[src/rtl/mem_pkg.sv]
// ---------------------------------------------------------------------------
// mem_pkg
// Shared definitions for the CPU-side memory access controller:
//   ADDR_W_DEFAULT  default RAM word-address width
//   SZ_*            encodings of the 2-bit access size field
//   state_t         controller FSM states
//   isBadAccess     flags accesses rejected without touching the RAM
// ---------------------------------------------------------------------------
package mem_pkg;

  localparam int ADDR_W_DEFAULT = 10;

  localparam logic [1:0] SZ_BYTE    = 2'b00;
  localparam logic [1:0] SZ_HALF    = 2'b01;
  localparam logic [1:0] SZ_WORD    = 2'b10;
  localparam logic [1:0] SZ_ILLEGAL = 2'b11;

  typedef enum logic [1:0] {
    IDLE = 2'b00,
    RD   = 2'b01,
    CAPT = 2'b10,
    WR   = 2'b11
  } state_t;

  // An access is rejected when its size code is illegal or when the byte
  // offset is not a multiple of the access size.
  function automatic logic isBadAccess(input logic [1:0] size,
                                       input logic [1:0] offset);
    logic bad;
    case (size)
      SZ_BYTE: bad = 1'b0;
      SZ_HALF: bad = offset[0];
      SZ_WORD: bad = (offset != 2'b00);
      default: bad = 1'b1;
    endcase
    return bad;
  endfunction

endpackage

[src/rtl/byte_lane_unit.sv]
// ---------------------------------------------------------------------------
// byte_lane_unit
// Purely combinational lane steering for big-endian byte/half/word accesses.
// Ports:
//   i_ramWord     word read from the RAM
//   i_storeData   store data, right-aligned for byte/half
//   i_size        access size code (SZ_*)
//   i_offset      byte offset inside the word
//   i_uns         1 = zero-extend loads, 0 = sign-extend
//   o_loadData    selected lane, extended to 32 bits
//   o_mergedWord  i_ramWord with the addressed lane replaced by store data
// Offset 0 is the most significant byte, offset 3 the least significant.
// ---------------------------------------------------------------------------
module byte_lane_unit
  import mem_pkg::*;
(
  input  logic [31:0] i_ramWord,
  input  logic [31:0] i_storeData,
  input  logic [1:0]  i_size,
  input  logic [1:0]  i_offset,
  input  logic        i_uns,
  output logic [31:0] o_loadData,
  output logic [31:0] o_mergedWord
);

  logic [7:0]  w_byte;
  logic [15:0] w_half;

  // Lane selection: pick the addressed byte and half out of the RAM word.
  always_comb begin
    w_byte = 8'h00;
    case (i_offset)
      2'd0: w_byte = i_ramWord[31:24];
      2'd1: w_byte = i_ramWord[23:16];
      2'd2: w_byte = i_ramWord[15:8];
      default: w_byte = i_ramWord[7:0];
    endcase
    w_half = i_offset[1] ? i_ramWord[15:0] : i_ramWord[31:16];
  end

  // Load extension and store merge. Word-sized accesses pass straight
  // through; the merge result for a word is simply the store data.
  always_comb begin
    o_loadData   = i_ramWord;
    o_mergedWord = i_ramWord;
    case (i_size)
      SZ_BYTE: begin
        o_loadData = {{24{~i_uns & w_byte[7]}}, w_byte};
        case (i_offset)
          2'd0: o_mergedWord[31:24] = i_storeData[7:0];
          2'd1: o_mergedWord[23:16] = i_storeData[7:0];
          2'd2: o_mergedWord[15:8]  = i_storeData[7:0];
          default: o_mergedWord[7:0] = i_storeData[7:0];
        endcase
      end
      SZ_HALF: begin
        o_loadData = {{16{~i_uns & w_half[15]}}, w_half};
        if (i_offset[1]) begin
          o_mergedWord[15:0] = i_storeData[15:0];
        end else begin
          o_mergedWord[31:16] = i_storeData[15:0];
        end
      end
      default: begin
        o_loadData   = i_ramWord;
        o_mergedWord = i_storeData;
      end
    endcase
  end

endmodule

[src/rtl/mem_access_ctrl.sv]
// ---------------------------------------------------------------------------
// mem_access_ctrl
// Bridges a simple CPU load/store request interface onto a single-port
// synchronous RAM (writes on ram_we, otherwise registers ram_dout).
// Ports:
//   clk, rst        clock and synchronous active-high reset
//   req             access request, taken only while ready=1
//   wr              1 = store, 0 = load
//   size            SZ_BYTE / SZ_HALF / SZ_WORD (11 is illegal)
//   uns             zero-extend (1) or sign-extend (0) loads
//   baddr           byte address (ADDR_W+2 bits)
//   wdata           store data, right-aligned for byte/half
//   ready           high while the controller is IDLE
//   done, err       one-cycle completion pulse and its error flag
//   rdata           last load result, held between loads
//   ram_we/ram_addr/ram_din/ram_dout  RAM port
// Sub-word stores are read-modify-write: RD -> CAPT (merge) -> WR.
// ---------------------------------------------------------------------------
module mem_access_ctrl
  import mem_pkg::*;
#(
  parameter int ADDR_W = ADDR_W_DEFAULT
) (
  input  logic              clk,
  input  logic              rst,
  input  logic              req,
  input  logic              wr,
  input  logic [1:0]        size,
  input  logic              uns,
  input  logic [ADDR_W+1:0] baddr,
  input  logic [31:0]       wdata,
  output logic              ready,
  output logic              done,
  output logic              err,
  output logic [31:0]       rdata,
  output logic              ram_we,
  output logic [ADDR_W-1:0] ram_addr,
  output logic [31:0]       ram_din,
  input  logic [31:0]       ram_dout
);

  state_t            r_state;
  state_t            w_nextState;
  logic [ADDR_W-1:0] r_addr;
  logic [1:0]        r_offset;
  logic [1:0]        r_size;
  logic              r_uns;
  logic              r_wr;
  logic [31:0]       r_wdata;
  logic [31:0]       r_merged;
  logic [31:0]       r_rdata;
  logic              r_done;
  logic              r_err;
  logic              w_accept;
  logic              w_bad;
  logic [31:0]       w_loadData;
  logic [31:0]       w_mergedWord;

  byte_lane_unit u_laneUnit (
    .i_ramWord    (ram_dout),
    .i_storeData  (r_wdata),
    .i_size       (r_size),
    .i_offset     (r_offset),
    .i_uns        (r_uns),
    .o_loadData   (w_loadData),
    .o_mergedWord (w_mergedWord)
  );

  // State register.
  always_ff @(posedge clk) begin
    if (rst) begin
      r_state <= IDLE;
    end else begin
      r_state <= w_nextState;
    end
  end

  // Next-state and FSM outputs. Rejected requests are answered from IDLE
  // without leaving it; a full-word store needs no read and goes straight
  // to WR.
  always_comb begin
    w_nextState = r_state;
    ready       = 1'b0;
    ram_we      = 1'b0;
    w_accept    = 1'b0;
    w_bad       = isBadAccess(size, baddr[1:0]);
    case (r_state)
      IDLE: begin
        ready    = 1'b1;
        w_accept = req;
        if (req && !w_bad) begin
          w_nextState = (wr && (size == SZ_WORD)) ? WR : RD;
        end
      end
      RD: begin
        w_nextState = CAPT;
      end
      CAPT: begin
        w_nextState = r_wr ? WR : IDLE;
      end
      WR: begin
        ram_we      = 1'b1;
        w_nextState = IDLE;
      end
      default: begin
        w_nextState = IDLE;
      end
    endcase
  end

  // Datapath registers. The request fields are latched on acceptance so
  // the CPU may change its inputs once ready drops. done/err default low
  // so they pulse for exactly one cycle.
  always_ff @(posedge clk) begin
    if (rst) begin
      r_addr   <= '0;
      r_offset <= 2'b00;
      r_size   <= SZ_BYTE;
      r_uns    <= 1'b0;
      r_wr     <= 1'b0;
      r_wdata  <= 32'h0;
      r_merged <= 32'h0;
      r_rdata  <= 32'h0;
      r_done   <= 1'b0;
      r_err    <= 1'b0;
    end else begin
      r_done <= 1'b0;
      r_err  <= 1'b0;
      if (w_accept) begin
        if (w_bad) begin
          r_done <= 1'b1;
          r_err  <= 1'b1;
        end else begin
          r_addr   <= baddr[ADDR_W+1:2];
          r_offset <= baddr[1:0];
          r_size   <= size;
          r_uns    <= uns;
          r_wr     <= wr;
          r_wdata  <= wdata;
          if (wr) begin
            r_merged <= wdata;
          end
        end
      end
      if (r_state == CAPT) begin
        if (r_wr) begin
          r_merged <= w_mergedWord;
        end else begin
          r_rdata <= w_loadData;
          r_done  <= 1'b1;
        end
      end
      if (r_state == WR) begin
        r_done <= 1'b1;
      end
    end
  end

  assign done     = r_done;
  assign err      = r_err;
  assign rdata    = r_rdata;
  assign ram_addr = r_addr;
  assign ram_din  = r_merged;

endmodule
[config.mk]
export PLATFORM = sky130hd
export DESIGN_NAME = mem_access_ctrl
export DESIGN_NICKNAME = d
export VERILOG_FILES = /design/src/rtl/mem_pkg.sv /design/src/rtl/byte_lane_unit.sv /design/src/rtl/mem_access_ctrl.sv
export SDC_FILE = /design/constraint.sdc
export NUM_CORES = 1
export LEC_CHECK = 0
export ABC_AREA = 1
export CORE_MARGIN = 2
export CORE_UTILIZATION = 35
export DETAILED_ROUTE_END_ITERATION = 10
export HOLD_SLACK_MARGIN = 0.15
export PLACE_DENSITY = 0.66
export SYNTH_ARGS = -nofsm -noshare
export SYNTH_HDL_FRONTEND = slang
export SYNTH_SLANG_ARGS = --single-unit
[constraint.sdc]
create_clock -name clk -period 2.25 [get_ports clk]
set_input_delay 0.5625 -clock clk [delete_from_list [all_inputs] [get_ports clk]]
set_output_delay 0.5625 -clock clk [all_outputs]
set_load 0.005 [all_outputs]
==> results of run 1 <==
==> cells in the mapped netlist <==
cell type	n	area [um^2]
buf_1	5	18.8
dfxtp_1	116	2320
clkbuf_1	22	82.6
nand3_1	96	480
nor2_2	2	12.5
nor2_8	1	20.0
nand3_2	11	110
a21oi_2	1	8.76
o21ai_0	44	220
nor2_1	145	544
nor2_4	4	45.0
o21a_2	1	8.76
nand2_2	4	25.0
nor3_1	1	5.00
clkinv_1	6	22.5
o21ai_1	48	240
inv_2	9	33.8
buf_6	2	22.5
a31oi_1	1	6.26
buf_2	35	175
nand4_1	45	282
nand2_1	298	1120
inv_1	116	435
a21oi_1	54	270
o21a_1	16	120
buf_4	7	52.6
==> flip-flops by register name, summed over array words and instances, names as in the netlist <==
register / flops
r_wr: 1
r_wdata: 32
rdata: 32
r_size: 2
ram_din: 32
ram_addr: 10
err: 1
done: 1
r_state: 2
r_offset: 2
r_uns: 1
==> per-stage QoR <==
stage	cell area (um^2)	hold WS, ps	cells	setup WS (ps)
final	9120	477	1475	53.2
after global routing	9120	501	1475	2.65
after CTS	9120	473	1475	67.0
after detailed placement	8550	463	1444	101
after global placement	8550	458	1444	138
after floorplan	6680	455	1090	774
==> cells by family after synthesis <==
group,after synthesis,synth area share
buffers and inverters,202,0.126
AO/OA/AOI/OAI,165,0.131
AND/OR/NAND/NOR,607,0.395
flip-flops,116,0.348
==> worst max-delay path: stages (launching register included) <==
cell	delay (ps)
dfxtp_1	320
inv_2	80
nand2_1	100
inv_1	150
clkdlybuf4s50_1	570
==> worst max path at each step <==
stage / end / slack (ps) / depth (start not counted)
2_1_floorplan: ram_din[10] / 770 / 6
3_3_place_gp: r_wdata[11] / 140 / 8
3_5_place_dp: r_wdata[11] / 100 / 8
4_1_cts: ready / 70 / 4
5_1_grt: ready / 3 / 4
6_report: ready / 50 / 4
==> layer usage <==
layer,track usage,vias to the layer above,part of all wire
met5,0,-,0
met4,0.0705,0,0.019
met3,0.0559,41,0.079
met2,0.369,290,0.44
met1,0.322,3471,0.46
li1,-,3743,-
==> area by class of cell <==
cell class	instances	share of cell area
multi-input cells	772	0.386
flip-flops and latches	116	0.255
repair buffers	191	0.211
clock buffers	22	0.0542
inverters	131	0.0539
well taps	234	0.0321
clock inverters	9	0.00851
==> power breakdown <==
part / total, uW / switching, uW / leakage (uW) / internal (uW)
Clock: 2620 / 977 / 0.000280 / 1640
Combinational: 1390 / 814 / 0.00308 / 579
Sequential: 2290 / 95.7 / 0.000947 / 2190
Total: 6300 / 1890 / 0.00431 / 4420
==> reports/qor.txt, run 1 <==
HOLD PATH
-------------------------------------------------------------------------------------
Worst hold stages                                                                   2
Worst min path class                                                     register to register
Endpoint with the worst hold slack                                           rdata[0]
Hold_sp                                                                      rdata[0]

CELLS AND AREA
-------------------------------------------------------------------------------------
Multi-input combinational cell area                                      0.00352 mm^2
FILL cells                                                                      1,916
Final #Nets                                                                     1,312
Antenna diode count                                                                 0
Relative area change from synthesis to final layout                             36.5%
Storage cell area                                                        0.00232 mm^2
Most frequent standard cell in the layout excluding fill and tap cells        nand2_1
Fraction of final layout cells sized beyond drive strength 1                   0.0782
Most frequent cells in the layout                                        298 x nand2_1, 160 x clkdlybuf4s50_1, 145 x nor2_1
Layout Utilization                                                              0.488

CRITICAL PATH
-------------------------------------------------------------------------------------
Element type at the critical path start                                      register
Arr. time, crit path                                                          1630 ps
R2r setup slk                                                                  470 ps
Worst r2r path cells                                                                8
Maximum fanout count along the critical path                                        4
Timing startpoint of the critical path                                     r_state[0]
Crit. End Element                                                         output port
Required @ worst endpoint                                                     1690 ps
Reg2reg start                                                               r_size[0]
Reg-to-reg critical path endpoint                                           rdata[18]
Kind of critical path                                                    register to output port

STA
-------------------------------------------------------------------------------------
Sum of negative setup slack                                                      0 ps
Headroom to the max-slew limit                                                  0.687
Transition time at the pin with the least slew margin                          470 ps
Clock skew                                                                    8.38 ps
Final cycle utilization of the critical path                                    0.976
Max Clock Freq                                                                455 MHz
Setup repair after global routing missed its margin                                no
Hold Fails Final Rpt                                                                0
Post-route minimum period                                                     2200 ps
Setup violations, final                                                             0
Max Slew Vio Count                                                                  0

YOSYS
-------------------------------------------------------------------------------------
Net count of the mapped netlist                                                 1,173
Cell Area, Synth                                                         0.00668 mm^2
Post-Syn Area per Cell                                                      6.13 um^2
Instance count of the mapped netlist                                            1,090
Flip-flop and latch count after synthesis                                         116
Synthesis warning total                                                             0
Sequential share of the synthesized area                                        0.348
Number of library cell types mapped by synthesis                                   26

CTS
-------------------------------------------------------------------------------------
Number of clock sinks seen by CTS                                                 116
Root Buffer                                                                 clkbuf_16
Clock buffer count from CTS                                                        17
TritonCTS clock tree                                                              yes
CTS clk-pin slew, worst paths                                                   50 ps
H-Tree Depth                                                                        4
Post-cts hold buffer count                                                          0
Insertion delay of the later-clocked pin in the worst-skew pair                420 ps
Count of buffers added by post-CTS timing repair for setup                          0
Quantity of gates resized following cts                                             0
Buffers from clock root to sink, at most                                            2

GLOBAL ROUTING
-------------------------------------------------------------------------------------
All-layer global routing usage                                                  0.235
Sum of overflow across all layers after global routing                              0
Global-route wire length before repair                                      37,700 um
Number of antenna violations at the first check in global routing                   0
Number of global-route vias before repair                                       7,044
Largest net degree at the start of global routing                                  60

FLOORPLANNING
-------------------------------------------------------------------------------------
Count of boundary I/O pins                                                        161
Row count                                                                          50
Die area                                                                  0.0202 mm^2
Initial core utilization                                                        0.357
Overall die width                                                              142 um
Die outline height                                                             142 um
Placeable Area                                                            0.0187 mm^2

ROUTING
-------------------------------------------------------------------------------------
Routed Antenna Nets                                                                 0
Routed WL                                                                   23,500 um
DRC violation count after routing                                                   0
Via count                                                                       7,545
Routed length per placed instance                                             16.0 um
Starting DRT DRC Count                                                            738
Routed via count divided by cell count                                           5.12
Pre-antenna DRT Iters                                                               5

FLOW RUN
-------------------------------------------------------------------------------------
Max Cap Violations                                                                  0

POWER
-------------------------------------------------------------------------------------
Worst supply voltage drop on vdd                                             0.526 mV
Tot Pwr                                                                       6300 uW
Leak Pwr                                                                   0.00431 uW
Power Density                                                             691 mW/mm^2

STATUS
-------------------------------------------------------------------------------------
Run status                                                               complete, no violations

PLACED DESIGN
-------------------------------------------------------------------------------------
Last weighted congestion value of the routability-driven placer                 0.955
Final HPWL DP                                                               17,300 um
Port bufs                                                                         160

Power figures use the tool's default switching activity.
==> inputs of run 2 (changes only) <==
--- a/config.mk
+++ b/config.mk
@@ -11,6 +11,7 @@
 export DETAILED_ROUTE_END_ITERATION = 10
 export HOLD_SLACK_MARGIN = 0.15
 export PLACE_DENSITY = 0.66
+export SKIP_CTS_REPAIR_TIMING = 1
 export SYNTH_ARGS = -nofsm -noshare
 export SYNTH_HDL_FRONTEND = slang
 export SYNTH_SLANG_ARGS = --single-unit
==> results of run 2 <==
No change in the layout: final DEF, timing and power equal those of run 1.
